File: src/rtl/pipe_stage_regs.sv
// ---------------------------------------------------------------------------
// pipe_stage_regs
//
// Pipeline registers for the ID->EX, EX->MEM and MEM->WB boundaries of a
// five-stage MIPS-style core, together with the ID-stage operand forwarding
// muxes and the EX-stage jal result/destination override.
//
// Optional build macro: PIPE_STATS_EN
//   defined   -> 16-bit saturating stall and forwarding counters are built.
//   undefined -> stall_cnt and fwd_cnt are tied to 0.
//
// Ports
//   clock, reset          : sole clock (rising edge), asynchronous active-high reset
//   wreg..shift, aluc     : ID-stage controls (already zero during a stall)
//   wpcir                 : 0 marks a load-use stall cycle (inserts a bubble)
//   fwda, fwdb            : operand source select
//                           00 regfile, 01 EX result, 10 MEM ALU result, 11 MEM load data
//   qa, qb, imm, pc4, rn  : ID-stage data and destination register
//   alu_r                 : raw ALU output of the EX instruction
//   mmo                   : data-RAM read data of the MEM instruction
//   fa, fb, rsrtequ       : forwarded ID operands and their equality (combinational)
//   ea..ewmem             : EX-stage registers
//   ealu, ern             : EX result and destination (jal-adjusted)
//   malu..mwmem           : MEM-stage registers
//   wrn, wwreg, wdi       : WB destination, write enable and write data
//   stall_cnt, fwd_cnt    : statistics counters
// ---------------------------------------------------------------------------
module pipe_stage_regs (
    input  logic        clock,
    input  logic        reset,
    // ID-stage controls
    input  logic        wreg,
    input  logic        m2reg,
    input  logic        wmem,
    input  logic        jal,
    input  logic        aluimm,
    input  logic        shift,
    input  logic [3:0]  aluc,
    input  logic        wpcir,
    input  logic [1:0]  fwda,
    input  logic [1:0]  fwdb,
    // ID-stage data
    input  logic [31:0] qa,
    input  logic [31:0] qb,
    input  logic [31:0] imm,
    input  logic [31:0] pc4,
    input  logic [4:0]  rn,
    // EX / MEM feedback
    input  logic [31:0] alu_r,
    input  logic [31:0] mmo,
    // forwarded operands
    output logic [31:0] fa,
    output logic [31:0] fb,
    output logic        rsrtequ,
    // EX stage
    output logic [31:0] ea,
    output logic [31:0] eb,
    output logic [31:0] eimm,
    output logic [31:0] epc4,
    output logic [3:0]  ealuc,
    output logic        ealuimm,
    output logic        eshift,
    output logic        ejal,
    output logic        ewreg,
    output logic        em2reg,
    output logic        ewmem,
    output logic [31:0] ealu,
    output logic [4:0]  ern,
    // MEM stage
    output logic [31:0] malu,
    output logic [31:0] mb,
    output logic [4:0]  mrn,
    output logic        mwreg,
    output logic        mm2reg,
    output logic        mwmem,
    // WB stage
    output logic [4:0]  wrn,
    output logic        wwreg,
    output logic [31:0] wdi,
    // statistics
    output logic [15:0] stall_cnt,
    output logic [15:0] fwd_cnt
);

    // -----------------------------------------------------------------------
    // ID-stage operand forwarding. Both operands share the same mux shape,
    // so one generate loop builds A (index 0) and B (index 1).
    // -----------------------------------------------------------------------
    logic [31:0] q_src   [2];
    logic [1:0]  fwd_sel [2];
    logic [31:0] f_out   [2];

    assign q_src[0]   = qa;
    assign q_src[1]   = qb;
    assign fwd_sel[0] = fwda;
    assign fwd_sel[1] = fwdb;

    generate
        for (genvar gi = 0; gi < 2; gi++) begin : g_fwd
            always_comb begin
                f_out[gi] = q_src[gi];
                case (fwd_sel[gi])
                    2'b00:   f_out[gi] = q_src[gi];
                    2'b01:   f_out[gi] = ealu;
                    2'b10:   f_out[gi] = malu;
                    2'b11:   f_out[gi] = mmo;
                    default: f_out[gi] = q_src[gi];
                endcase
            end
        end
    endgenerate

    assign fa      = f_out[0];
    assign fb      = f_out[1];
    assign rsrtequ = (f_out[0] == f_out[1]);

    // -----------------------------------------------------------------------
    // ID -> EX
    // The raw destination is kept separately; ern applies the jal override
    // so the bubble logic only has to clear ejal for the override to vanish.
    // -----------------------------------------------------------------------
    logic [4:0] ern_reg;

    always_ff @(posedge clock or posedge reset) begin
        if (reset) begin
            ea      <= '0;
            eb      <= '0;
            eimm    <= '0;
            epc4    <= '0;
            ern_reg <= '0;
            ealuc   <= '0;
            ealuimm <= 1'b0;
            eshift  <= 1'b0;
            ejal    <= 1'b0;
            ewreg   <= 1'b0;
            em2reg  <= 1'b0;
            ewmem   <= 1'b0;
        end else begin
            ea      <= fa;
            eb      <= fb;
            eimm    <= imm;
            epc4    <= pc4;
            ern_reg <= rn;
            ealuc   <= aluc;
            ealuimm <= aluimm;
            eshift  <= shift;
            // Bubble on a stall cycle: state-changing controls are forced low
            // even if the control unit did not already zero them.
            ejal    <= wpcir & jal;
            ewreg   <= wpcir & wreg;
            em2reg  <= wpcir & m2reg;
            ewmem   <= wpcir & wmem;
        end
    end

    // jal writes its return address (PC+8 of the jal, i.e. pc4+4) into r31.
    // The add wraps naturally at 32 bits.
    assign ealu = ejal ? (epc4 + 32'd4) : alu_r;
    assign ern  = ejal ? 5'd31 : ern_reg;

    // -----------------------------------------------------------------------
    // EX -> MEM
    // -----------------------------------------------------------------------
    always_ff @(posedge clock or posedge reset) begin
        if (reset) begin
            malu   <= '0;
            mb     <= '0;
            mrn    <= '0;
            mwreg  <= 1'b0;
            mm2reg <= 1'b0;
            mwmem  <= 1'b0;
        end else begin
            malu   <= ealu;
            mb     <= eb;
            mrn    <= ern;
            mwreg  <= ewreg;
            mm2reg <= em2reg;
            mwmem  <= ewmem;
        end
    end

    // -----------------------------------------------------------------------
    // MEM -> WB
    // r0 destinations pass through untouched; the register file drops them.
    // -----------------------------------------------------------------------
    logic [31:0] walu;
    logic [31:0] wmo;
    logic        wm2reg;

    always_ff @(posedge clock or posedge reset) begin
        if (reset) begin
            walu   <= '0;
            wmo    <= '0;
            wrn    <= '0;
            wwreg  <= 1'b0;
            wm2reg <= 1'b0;
        end else begin
            walu   <= malu;
            wmo    <= mmo;
            wrn    <= mrn;
            wwreg  <= mwreg;
            wm2reg <= mm2reg;
        end
    end

    assign wdi = wm2reg ? wmo : walu;

    // -----------------------------------------------------------------------
    // Statistics
    // -----------------------------------------------------------------------
`ifdef PIPE_STATS_EN
    logic [15:0] stall_cnt_reg;
    logic [15:0] fwd_cnt_reg;
    logic        stall_evt;
    logic        fwd_evt;

    assign stall_evt = ~wpcir;
    assign fwd_evt   = (fwda != 2'b00) | (fwdb != 2'b00);

    // Counters stick at all-ones rather than wrapping so a long run still
    // reads as "at least this many".
    always_ff @(posedge clock or posedge reset) begin
        if (reset) begin
            stall_cnt_reg <= '0;
            fwd_cnt_reg   <= '0;
        end else begin
            if (stall_evt && (stall_cnt_reg != 16'hFFFF))
                stall_cnt_reg <= stall_cnt_reg + 16'd1;
            if (fwd_evt && (fwd_cnt_reg != 16'hFFFF))
                fwd_cnt_reg <= fwd_cnt_reg + 16'd1;
        end
    end

    assign stall_cnt = stall_cnt_reg;
    assign fwd_cnt   = fwd_cnt_reg;
`else
    assign stall_cnt = 16'd0;
    assign fwd_cnt   = 16'd0;
`endif

endmodule

File: config.mk
export PLATFORM = sky130hd
export DESIGN_NAME = pipe_stage_regs
export DESIGN_NICKNAME = d
export VERILOG_FILES = /design/src/rtl/pipe_stage_regs.sv
export SDC_FILE = /design/constraint.sdc
export NUM_CORES = 1
export LEC_CHECK = 0
export CAP_MARGIN = 20
export CORE_AREA = 2 2 232 234
export CTS_CLUSTER_DIAMETER = 50
export DETAILED_ROUTE_END_ITERATION = 6
export DIE_AREA = 0 0 234 236
export GPL_ROUTABILITY_DRIVEN = 0
export GPL_TIMING_DRIVEN = 0
export PLACE_DENSITY_LB_ADDON = 0.1
export SYNTH_ARGS = -nofsm -noshare
export SYNTH_HDL_FRONTEND = slang
export SYNTH_SLANG_ARGS = --single-unit
File: constraint.sdc
create_clock -name clock -period 24.4 [get_ports clock]
set_clock_uncertainty 0.2 [all_clocks]
set_input_delay 6.1 -clock clock [delete_from_list [all_inputs] [get_ports clock]]
set_output_delay 6.1 -clock clock [all_outputs]
set_load 0.02 [all_outputs]
==> results.yml <==
floorplanning:
  row_count: 85
  initial_utilization_pct: 21.92
  die_h_um: 236
  fp.dieW_um: 234
  placeableCoreArea_um2: 53070
  design.portCount: 596
  die-area_um2: 55220
place:
  place_hpwl_mm: 47.60
  placement.setup.worst_slack_ns: 6.582
  io_port_bufs: 561
  place_area_um2: 18370
clock_network:
  tritoncts: "built"
  inserted_clock_buffers: 46
  cts_hold_fix_bufs: 0
  cts_sinks: 286
  clk_transition_reported_paths_ns: 0.06
  clk_latency_worst_skew_pair_ns: 0.59
  clock_tree.buffer_depth: 3
  post_cts_buffers: 0
  htree_num_levels: 2
  clk_root_buffer_cell: "sky130_fd_sc_hd__clkbuf_16"
  cts_resized: 0
cells_and_area:
  area_growth_pct: 71.57
  finish.net_count: 1826
  drive_gt1_share_pct: 11.67
  design_area_um2: 19960
  fill_cells: 5231
power_and_ir_drop:
  pnr_total_power_mw: 1.560
  p_leak_nw: 8.189
  cellPowerDensity_nw_per_um2: 78.18
  irDropWorstVdd_mv: 0.04754
yosys:
  ys_dominant_reg_cell: "sky130_fd_sc_hd__dfrtp_1"
  postSynth.asyncResetShare_pct: 100.0
  syn-cell-area_um2: 11630
  synth_cell_type_count: 64
  synth_seq_cells: 286
  ys_warn_count: 0
  synthTopCellsByArea: "sky130_fd_sc_hd__dfrtp_1 62%, sky130_fd_sc_hd__mux2_2 4.1%, sky130_fd_sc_hd__mux2i_1 2.8%"
  synth.avg_cell_area_um2: 12.08
  synth_largest_type_area_fraction_pct: 61.53
  number_of_flops_mapped_to_enable_cells_by_yosys: 0
  synth_sequential_area_ratio_pct: 61.53
  synth.largest_area_cell: "sky130_fd_sc_hd__dfrtp_1"
  syn-instance-count: 963
global_routing:
  largest_net_degree_at_the_start_of_global_routing: 107
  gr-usage-all-layers_pct: 21.57
  first_pass_grt_wire_length_mm: 83.26
  antenna_found_initial: 3
  overflow: 0
  first_global_vias: 10957
critical_path:
  cp.arrival_ns: 11.37
  cp_data_required_time_ns: 18.10
  sort_of_element_at_the_end_of_the_critical_path: "output port"
  r2r_cells: 6
  critPathMaxFanout: 10
  timing.setup.critical_path_class: "in -> out"
  critPathLaunchType: "input pin"
detailed_routing:
  dr.pass1.iters: 7
  finalWirelength_mm: 61.02
  route.antenna.remaining_nets: 0
  vias_per_cell: 4.516
  remaining_drc_errors: 1
  post_drt_wl_per_cell_um: 26.05
  dr_total_vias: 10577
  drtIter0Drc: 629
timing:
  max_slew.worst_pin.slew_ns: 1.150
  setup_tns_ns: 0
  slew-limit-headroom_pct: 23.34
  timing.final.crit_share_pct: 72.44
  timing.hold.ws_ns: 0.1631
  final-hold-violation-count: 0
  worst_slack_ns: 6.725
  maxClockFrequency_mhz: 56.58
  setup_repair_after_global_routing_missed_its_margin: "no"
  setup_viol_count_final: 0
  maxSlewViolCount: 0
  fin_crit_ns: 17.67
min_path:
  hold_depth: 0
  worst_hold_path_type: "reg -> reg"
run_status:
  status: "complete, but fails checks"
  failed_checks: "DRC"
flow_run:
  max_cap_violations: 0
cells in the final DEF, fill, tap and decap left out, types with 8 or more instances in the layout:
cell type                           n
sky130_fd_sc_hd__o211ai_1           8
sky130_fd_sc_hd__mux4_2            12
sky130_fd_sc_hd__xnor2_1           18
sky130_fd_sc_hd__clkdlybuf4s50_1  561
sky130_fd_sc_hd__conb_1            32
sky130_fd_sc_hd__a21oi_1           50
sky130_fd_sc_hd__mux2_2            42
sky130_fd_sc_hd__inv_1             30
sky130_fd_sc_hd__o21ai_0           59
sky130_fd_sc_hd__nand2_1           51
sky130_fd_sc_hd__dfrtp_1          286
sky130_fd_sc_hd__nand3_1           14
sky130_fd_sc_hd__clkbuf_16         46
sky130_fd_sc_hd__nand2b_1           9
sky130_fd_sc_hd__nor3_1             9
sky130_fd_sc_hd__and2_1            13
sky130_fd_sc_hd__clkbuf_1          38
sky130_fd_sc_hd__buf_1             11
sky130_fd_sc_hd__o21bai_1          11
sky130_fd_sc_hd__mux2i_1           32
sky130_fd_sc_hd__xor2_1            16
sky130_fd_sc_hd__buf_4             35
sky130_fd_sc_hd__nor2_1            70
sky130_fd_sc_hd__a211oi_1           8
sky130_fd_sc_hd__nand4_1            8
sky130_fd_sc_hd__or2_2              8
sky130_fd_sc_hd__a222oi_1          17
cells in the mapped netlist, drive strengths merged, types with 7 or more instances:
cell / count
a211oi: 8
a21oi: 50
a222oi: 17
a31oi: 7
and2: 13
buf: 46
clkbuf: 35
dfrtp: 286
inv: 31
mux2: 42
mux2i: 32
mux4: 12
nand2: 51
nand2b: 9
nand3: 14
nand4: 9
nor2: 70
nor2b: 7
nor3: 9
o211ai: 8
o21ai: 60
o21bai: 11
or2: 8
xnor2: 18
xor2: 16
metrics by stage:
stage,instances,utilization [%]
after floorplan,994,-
after global placement,2251,34.36
after detailed placement,2259,34.61
after CTS,2341,37.60
after global routing,2342,37.60
final,2342,37.60
kinds of logic (layout without fill, tap and decap cells):
| kind of cell | Yosys count | after routing | share of synthesized area (%) |
|---|---|---|---|
| multiplexers | 86 | 86 | 9.144 |
| adder cells (fa/ha/maj) | 2 | 2 | 0.1936 |
| other | 1 | 33 | 0.03224 |
| buffers and inverters | 114 | 765 | 4.776 |
| XOR/XNOR | 34 | 34 | 2.560 |
| AND/OR/NAND/NOR | 227 | 227 | 9.746 |
| flip-flops | 286 | 286 | 61.53 |
| AO/OA/AOI/OAI | 213 | 213 | 12.02 |
cell type report:
class / instances / area, um^2 / share of cell area, %
Antenna cell: 1 / 2.502 / 0.01254
Buffer: 81 / 430.4 / 2.157
Clock buffer: 55 / 1245 / 6.239
Clock inverter: 27 / 340.3 / 1.705
Inverter: 33 / 132.6 / 0.6646
Multi-Input combinational cell: 594 / 4041 / 20.25
Sequential cell: 286 / 7157 / 35.86
Tap cell: 696 / 870.8 / 4.364
Timing Repair Buffer: 569 / 5736 / 28.74
final timing paths:
path | startpoint | endpoint | slack (ns)
min | eb[4] | mb[4] | 0.16
min reg2reg | eb[4] | mb[4] | 0.16
max in group asynchronous | reset | malu[26] | 17.06
max reg2reg | ejal | ea[17] | 20.01
min in group asynchronous | reset | eimm[22] | 5.82
max | fwdb[0] | rsrtequ | 6.73
worst max-delay path, cell delays in order:
cell and delay (ns):
sky130_fd_sc_hd__clkdlybuf4s50_1 0.41, sky130_fd_sc_hd__clkbuf_1 0.31, sky130_fd_sc_hd__inv_1 0.56, sky130_fd_sc_hd__buf_1 0.87, sky130_fd_sc_hd__mux4_2 0.60, sky130_fd_sc_hd__o21bai_1 0.30
sky130_fd_sc_hd__xnor2_1 0.60, sky130_fd_sc_hd__nand4_1 0.30, sky130_fd_sc_hd__nor4_1 0.42, sky130_fd_sc_hd__and4_1 0.25, sky130_fd_sc_hd__clkdlybuf4s50_1 0.64
report_power, final:
part           internal, mW  switching, mW  leakage (nW)
registers             0.512         0.0191          3.35
logic                 0.157          0.196          4.06
clock network         0.422          0.255         0.776
layer usage:
layer  GRT usage, %  vias to the layer above  share of wire (%)
li1               -                     4693                  -
met1          25.91                     5317                 39
met2          37.40                      483                 50
met3          5.839                       82                8.1
met4          6.310                        2                2.3
met5              0                        -              0.021
(Power assumes the default switching activity.)
